<file path="src/rtl/uart_pkg.sv">
// uart_pkg -- shared definitions for the UART receive path.
//   UART_DATA_BITS  : default number of data bits per frame
//   UART_OVERSAMPLE : default number of Bclk ticks per bit period
//   rx_state_t      : receiver FSM state encoding
package uart_pkg;

    localparam int UART_DATA_BITS  = 8;
    localparam int UART_OVERSAMPLE = 16;

    typedef enum logic [2:0] {
        ST_IDLE   = 3'd0,
        ST_START  = 3'd1,
        ST_DATA   = 3'd2,
        ST_PARITY = 3'd3,
        ST_STOP   = 3'd4
    } rx_state_t;

endpackage

</file>
<file path="src/rtl/uart_sync2.sv">
// uart_sync2 -- two-flop synchronizer for a single asynchronous input.
//   clk     : system clock
//   reset_n : synchronous active-low reset, both flops reset to 1 (line idle)
//   d       : asynchronous input
//   q       : synchronized output
module uart_sync2 (
    input  logic clk,
    input  logic reset_n,
    input  logic d,
    output logic q
);

    logic meta;

    always_ff @(posedge clk) begin
        if (!reset_n) begin
            meta <= 1'b1;
            q    <= 1'b1;
        end else begin
            meta <= d;
            q    <= meta;
        end
    end

endmodule

</file>
<file path="src/rtl/uart_rx.sv">
// uart_rx -- oversampling UART receiver with optional parity and a one-deep
// output register with valid/ready handshake.
//   clk         : system clock
//   reset_n     : synchronous active-low reset
//   Bclk        : one-clk oversample tick, OVERSAMPLE x baud
//   rx          : asynchronous serial line, idle high
//   parity_en   : append a parity bit after the data bits
//   parity_odd  : 1 = odd parity, 0 = even parity
//   rx_data     : last accepted frame
//   rx_valid    : rx_data holds an unconsumed frame
//   rx_ready    : consumer accept (transfer on rx_valid & rx_ready)
//   frame_err   : one-clk pulse, stop bit sampled low
//   parity_err  : one-clk pulse, parity mismatch with good stop bit
//   overrun_err : one-clk pulse, good frame dropped because rx_data was full
//
// state     | meaning
// ----------+---------------------------------------------------------
// ST_IDLE   | line idle, waiting for rx low on a tick
// ST_START  | counting to mid start bit to confirm it
// ST_DATA   | sampling data bits LSB-first, one per bit period
// ST_PARITY | sampling and checking the parity bit
// ST_STOP   | sampling the stop bit and retiring the frame
module uart_rx
    import uart_pkg::*;
#(
    parameter int DATA_BITS  = UART_DATA_BITS,
    parameter int OVERSAMPLE = UART_OVERSAMPLE
) (
    input  logic                 clk,
    input  logic                 reset_n,
    input  logic                 Bclk,
    input  logic                 rx,
    input  logic                 parity_en,
    input  logic                 parity_odd,
    output logic [DATA_BITS-1:0] rx_data,
    output logic                 rx_valid,
    input  logic                 rx_ready,
    output logic                 frame_err,
    output logic                 parity_err,
    output logic                 overrun_err
);

    localparam int TW = $clog2(OVERSAMPLE);
    localparam int BW = $clog2(DATA_BITS + 1);

    localparam logic [TW-1:0] TICK_MID  = TW'(OVERSAMPLE / 2 - 1);
    localparam logic [TW-1:0] TICK_LAST = TW'(OVERSAMPLE - 1);
    localparam logic [BW-1:0] BIT_LAST  = BW'(DATA_BITS - 1);

    rx_state_t            state;
    logic [TW-1:0]        tick_cnt;
    logic [BW-1:0]        bit_cnt;
    logic [DATA_BITS-1:0] shreg;
    logic                 par_en_q;
    logic                 par_odd_q;
    logic                 par_fail;
    logic                 rx_s;
    logic                 start_mid;
    logic                 bit_mid;
    logic                 handshake;

    uart_sync2 u_sync (
        .clk     (clk),
        .reset_n (reset_n),
        .d       (rx),
        .q       (rx_s)
    );

    assign start_mid = (tick_cnt == TICK_MID);
    assign bit_mid   = (tick_cnt == TICK_LAST);
    assign handshake = rx_valid & rx_ready;

    always_ff @(posedge clk) begin
        if (!reset_n) begin
            state       <= ST_IDLE;
            tick_cnt    <= '0;
            bit_cnt     <= '0;
            shreg       <= '0;
            par_en_q    <= 1'b0;
            par_odd_q   <= 1'b0;
            par_fail    <= 1'b0;
            rx_data     <= '0;
            rx_valid    <= 1'b0;
            frame_err   <= 1'b0;
            parity_err  <= 1'b0;
            overrun_err <= 1'b0;
        end else begin
            frame_err   <= 1'b0;
            parity_err  <= 1'b0;
            overrun_err <= 1'b0;

            // A reload from ST_STOP below overrides this clear.
            if (handshake) begin
                rx_valid <= 1'b0;
            end

            if (Bclk) begin
                case (state)
                    ST_IDLE: begin
                        if (!rx_s) begin
                            state     <= ST_START;
                            tick_cnt  <= '0;
                            bit_cnt   <= '0;
                            par_en_q  <= parity_en;
                            par_odd_q <= parity_odd;
                            par_fail  <= 1'b0;
                        end
                    end

                    ST_START: begin
                        if (start_mid) begin
                            tick_cnt <= '0;
                            state    <= rx_s ? ST_IDLE : ST_DATA;
                        end else begin
                            tick_cnt <= tick_cnt + 1'b1;
                        end
                    end

                    ST_DATA: begin
                        if (bit_mid) begin
                            tick_cnt <= '0;
                            shreg    <= {rx_s, shreg[DATA_BITS-1:1]};
                            if (bit_cnt == BIT_LAST) begin
                                bit_cnt <= '0;
                                state   <= par_en_q ? ST_PARITY : ST_STOP;
                            end else begin
                                bit_cnt <= bit_cnt + 1'b1;
                            end
                        end else begin
                            tick_cnt <= tick_cnt + 1'b1;
                        end
                    end

                    ST_PARITY: begin
                        if (bit_mid) begin
                            tick_cnt <= '0;
                            par_fail <= (rx_s != ((^shreg) ^ par_odd_q));
                            state    <= ST_STOP;
                        end else begin
                            tick_cnt <= tick_cnt + 1'b1;
                        end
                    end

                    ST_STOP: begin
                        if (bit_mid) begin
                            tick_cnt <= '0;
                            state    <= ST_IDLE;
                            if (!rx_s) begin
                                frame_err <= 1'b1;
                            end else if (par_fail) begin
                                parity_err <= 1'b1;
                            end else if (!rx_valid || rx_ready) begin
                                rx_data  <= shreg;
                                rx_valid <= 1'b1;
                            end else begin
                                overrun_err <= 1'b1;
                            end
                        end else begin
                            tick_cnt <= tick_cnt + 1'b1;
                        end
                    end

                    default: begin
                        state    <= ST_IDLE;
                        tick_cnt <= '0;
                    end
                endcase
            end
        end
    end

endmodule

</file>
<file path="config.mk">
export PLATFORM = sky130hd
export DESIGN_NAME = uart_rx
export DESIGN_NICKNAME = d
export VERILOG_FILES = /design/src/rtl/uart_pkg.sv /design/src/rtl/uart_sync2.sv /design/src/rtl/uart_rx.sv
export SDC_FILE = /design/constraint.sdc
export NUM_CORES = 1
export LEC_CHECK = 0
export CORE_MARGIN = 1
export CORE_UTILIZATION = 50
export DETAILED_ROUTE_END_ITERATION = 10
export PLACE_DENSITY = 0.75
export SLEW_MARGIN = 30
export SYNTH_ARGS = -nofsm -noshare
export SYNTH_HDL_FRONTEND = slang
export SYNTH_SLANG_ARGS = --single-unit
export TNS_END_PERCENT = 5
</file>
<file path="constraint.sdc">
create_clock -name clk -period 1.8 [get_ports clk]
set_clock_uncertainty 0.15 [all_clocks]
set_input_delay 0.36 -clock clk [delete_from_list [all_inputs] [get_ports clk]]
set_output_delay 0.36 -clock clk [all_outputs]
set_load 0.01 [all_outputs]
</file>
==> results.yml <==
run_status:
  outcome: "complete, no violations"
drt:
  first_pass_iters: 4
  totalWireLength_mm: 3.77
  drtIter0Drc: 68
  final_antenna_net_count: 0
  drc: 0
  viasPerCell: 5.56
  wl_per_cell_um: 14.1
  vias: 1484
grt:
  grt_pass1_vias: 1310
  grt_use_total_pct: 21.8
  antenna_found_initial: 0
  grt_max_degree: 39
  grt_remaining_overflow: 0
  grt_pass1_wl_mm: 5.85
timing:
  slew_headroom_pct: 76.9
  rsz0062_at_grt: "yes"
  fin_crit_ps: 1750
  setup_violations: 0
  maxSlewViolCount: 0
  clock.fmax_ghz: 0.571
  hold_viol_final: 0
  tightest_slew_ps: 346
  fin_crit_sh_pct: 97.4
final_layout:
  drive_gt1_share_pct: 18.1
  syn2layout_area_growth_pct: 25.7
  nets: 229
  finalCoreUtilization_pct: 66.3
  fill_cells: 275
  n_antenna_cell: 0
  stdcell_count: 267
yosys:
  yosysUniqueCellTypes: 48
  synth_area_per_cell_um2: 9.39
  synth-seq-cells: 36
  yosysSeqAreaShare_pct: 40.6
  synthCells: 189
  yosys_warnings: 0
  syn-num-nets: 198
  synth_area_um2: 1770
place:
  port_buffers: 18
  dp_hpwl_mm: 2.55
  numPlacedInstances: 257
  place.gp.congestion: 0.843
clocking:
  numCtsBuffers: 5
  cts_tree: "built"
  clk_latency_ps: 360
  holdBufCountCts: 0
  clockBufferDepth: 2
  cts.sinks: 36
  cts-root-buf: "clkbuf_4"
  path_clk_slew_ps: 120
  htreeDepth: 2
power:
  peakVddDrop_mv: 0.406
  powerDensity_nw_per_um2: 619
  leakage_nw: 0.891
die:
  num_rows: 21
  ios: 19
  die_h_um: 61.6
  core_area_um2: 3360
  dieWidth_um: 61.6
  die_area_um2: 3790
  initial_core_util_pct: 52.8
worst_setup_path:
  cp-start-kind: "flip-flop"
  arrival_ps: 1860
  path_class: "reg2reg"
  reg2reg_depth: 5
  required_ps: 1900
  crit_fanout: 5
  critPathCaptureType: "flip-flop"
worst_hold_path:
  min_path_type: "reg2reg"
  whs_path_depth: 1
job:
  max_cap_violations: 0
-- registers in the layout, indices dropped and copies added, names as in the netlist --
name,count
tick_cnt,4
state,3
rx_valid,1
rx_data,8
parity_err,1
par_en_q,1
shreg,8
u_sync.q,1
overrun_err,1
frame_err,1
bit_cnt,4
par_fail,1
par_odd_q,1
u_sync.meta,1
-- metal layers --
metal	track usage, %	wire [um]
met5	0	0
met4	9.84	83
met3	6.93	216
met2	33.5	1770
met1	28.0	1700
-- cells in the final DEF, fill, tap and decap left out, drive strengths merged, types with 3 or more instances in the layout --
cell | netlist | layout
nor3 | 4 | 4
dlymetal6s2s | 0 | 8
nand3b | 4 | 4
nor2 | 6 | 6
o21ai | 11 | 11
a21boi | 16 | 16
dfxtp | 36 | 36
nand2b | 7 | 7
nand3 | 5 | 5
mux2i | 11 | 11
inv | 3 | 3
clkdlybuf4s50 | 0 | 10
nor2b | 9 | 9
o31ai | 3 | 3
buf | 6 | 17
a21oi | 4 | 4
nand2 | 21 | 21
clkbuf | 5 | 7
xnor2 | 6 | 6
-- where the power goes --
| group | total (mW) | switching [mW] | leakage, nW | internal [mW] |
|---|---|---|---|---|
| Sequential | 0.807 | 0.00554 | 0.293 | 0.802 |
| Combinational | 0.102 | 0.0481 | 0.566 | 0.0539 |
| Clock | 0.472 | 0.280 | 0.0315 | 0.191 |
-- worst max-delay path, stage by stage, from the launching register on --
cell	delay, ps
dfxtp_2	360
buf_4	150
nor4_4	350
a21oi_1	160
o31a_1	300
o21a_1	170
-- area by class of cell --
class	instances	area, um2	share of cell area, %
Clock buffer	7	55.1	2.47
Clock inverter	1	7.51	0.337
Inverter	3	11.3	0.505
Multi-Input combinational cell	139	1010	45.3
Sequential cell	36	728	32.7
Tap cell	46	57.6	2.58
Timing Repair Buffer	35	360	16.2
-- worst paths after layout --
check	from	end	slack (ps)
setup reg to reg	state[1]	bit_cnt[3]	50
setup / recovery	state[1]	bit_cnt[3]	50
hold reg to reg	u_sync.meta	u_sync.q	280
hold / removal	u_sync.meta	u_sync.q	280
-- Yosys cell counts (all sizes together) --
cell type	count	area, um2
a21o	2	15.0
inv	3	11.3
a2111oi	1	15.0
buf	6	41.3
nor3	4	25.0
xnor2	6	52.6
o21ai	11	55.1
dfxtp	36	721
nand2	21	78.8
ha	2	25.0
nand4	2	18.8
nand3b	4	30.0
nor2	6	30.0
nor4	1	21.3
or3b	2	20.0
xnor3	1	22.5
xor2	1	8.76
or4	1	7.51
nor4b	1	15.0
nand3	5	25.0
nor3b	1	12.5
or4b	1	10.0
nor2b	9	56.3
o211ai	2	15.0
o2111ai	2	17.5
a21boi	16	120
o22ai	1	6.26
a21oi	4	20.0
a211o	1	8.76
o31a	2	17.5
a31oi	1	6.26
and2	2	12.5
and3	1	6.26
o31ai	3	22.5
o21a	2	15.0
or2	1	6.26
mux2i	11	110
clkbuf	5	18.8
nand2b	7	43.8
a311o	1	10.0
-- metrics by stage --
step	power (mW)	TNS, ps	hold slack [ps]	cell area [um2]	setup WS [ps]
finish	1.38	0	284	2230	47.3
global route	1.43	-53.1	311	2230	-24.1
CTS	1.39	0	292	2160	9.19
detailed placement	0.924	-4400	249	2090	-303
global placement	0.921	-3610	249	2090	-262
floorplan	0.881	0	236	1770	60.5
-- logic make-up after synthesis --
group / share of synthesized area, %
simple gates: 23.6
compound gates: 19.4
flops: 40.6
buf+inv: 4.02
mux: 6.21
xor+xnor: 4.72
fa+ha+maj: 1.41
-- timing repair --
item                       4_1_cts  5_1_grt
buffers inserted                 0        2
setup endpoints to repair        5       28
resized for setup                2       18
pin swaps                        0        1
(Power assumes the default switching activity.)
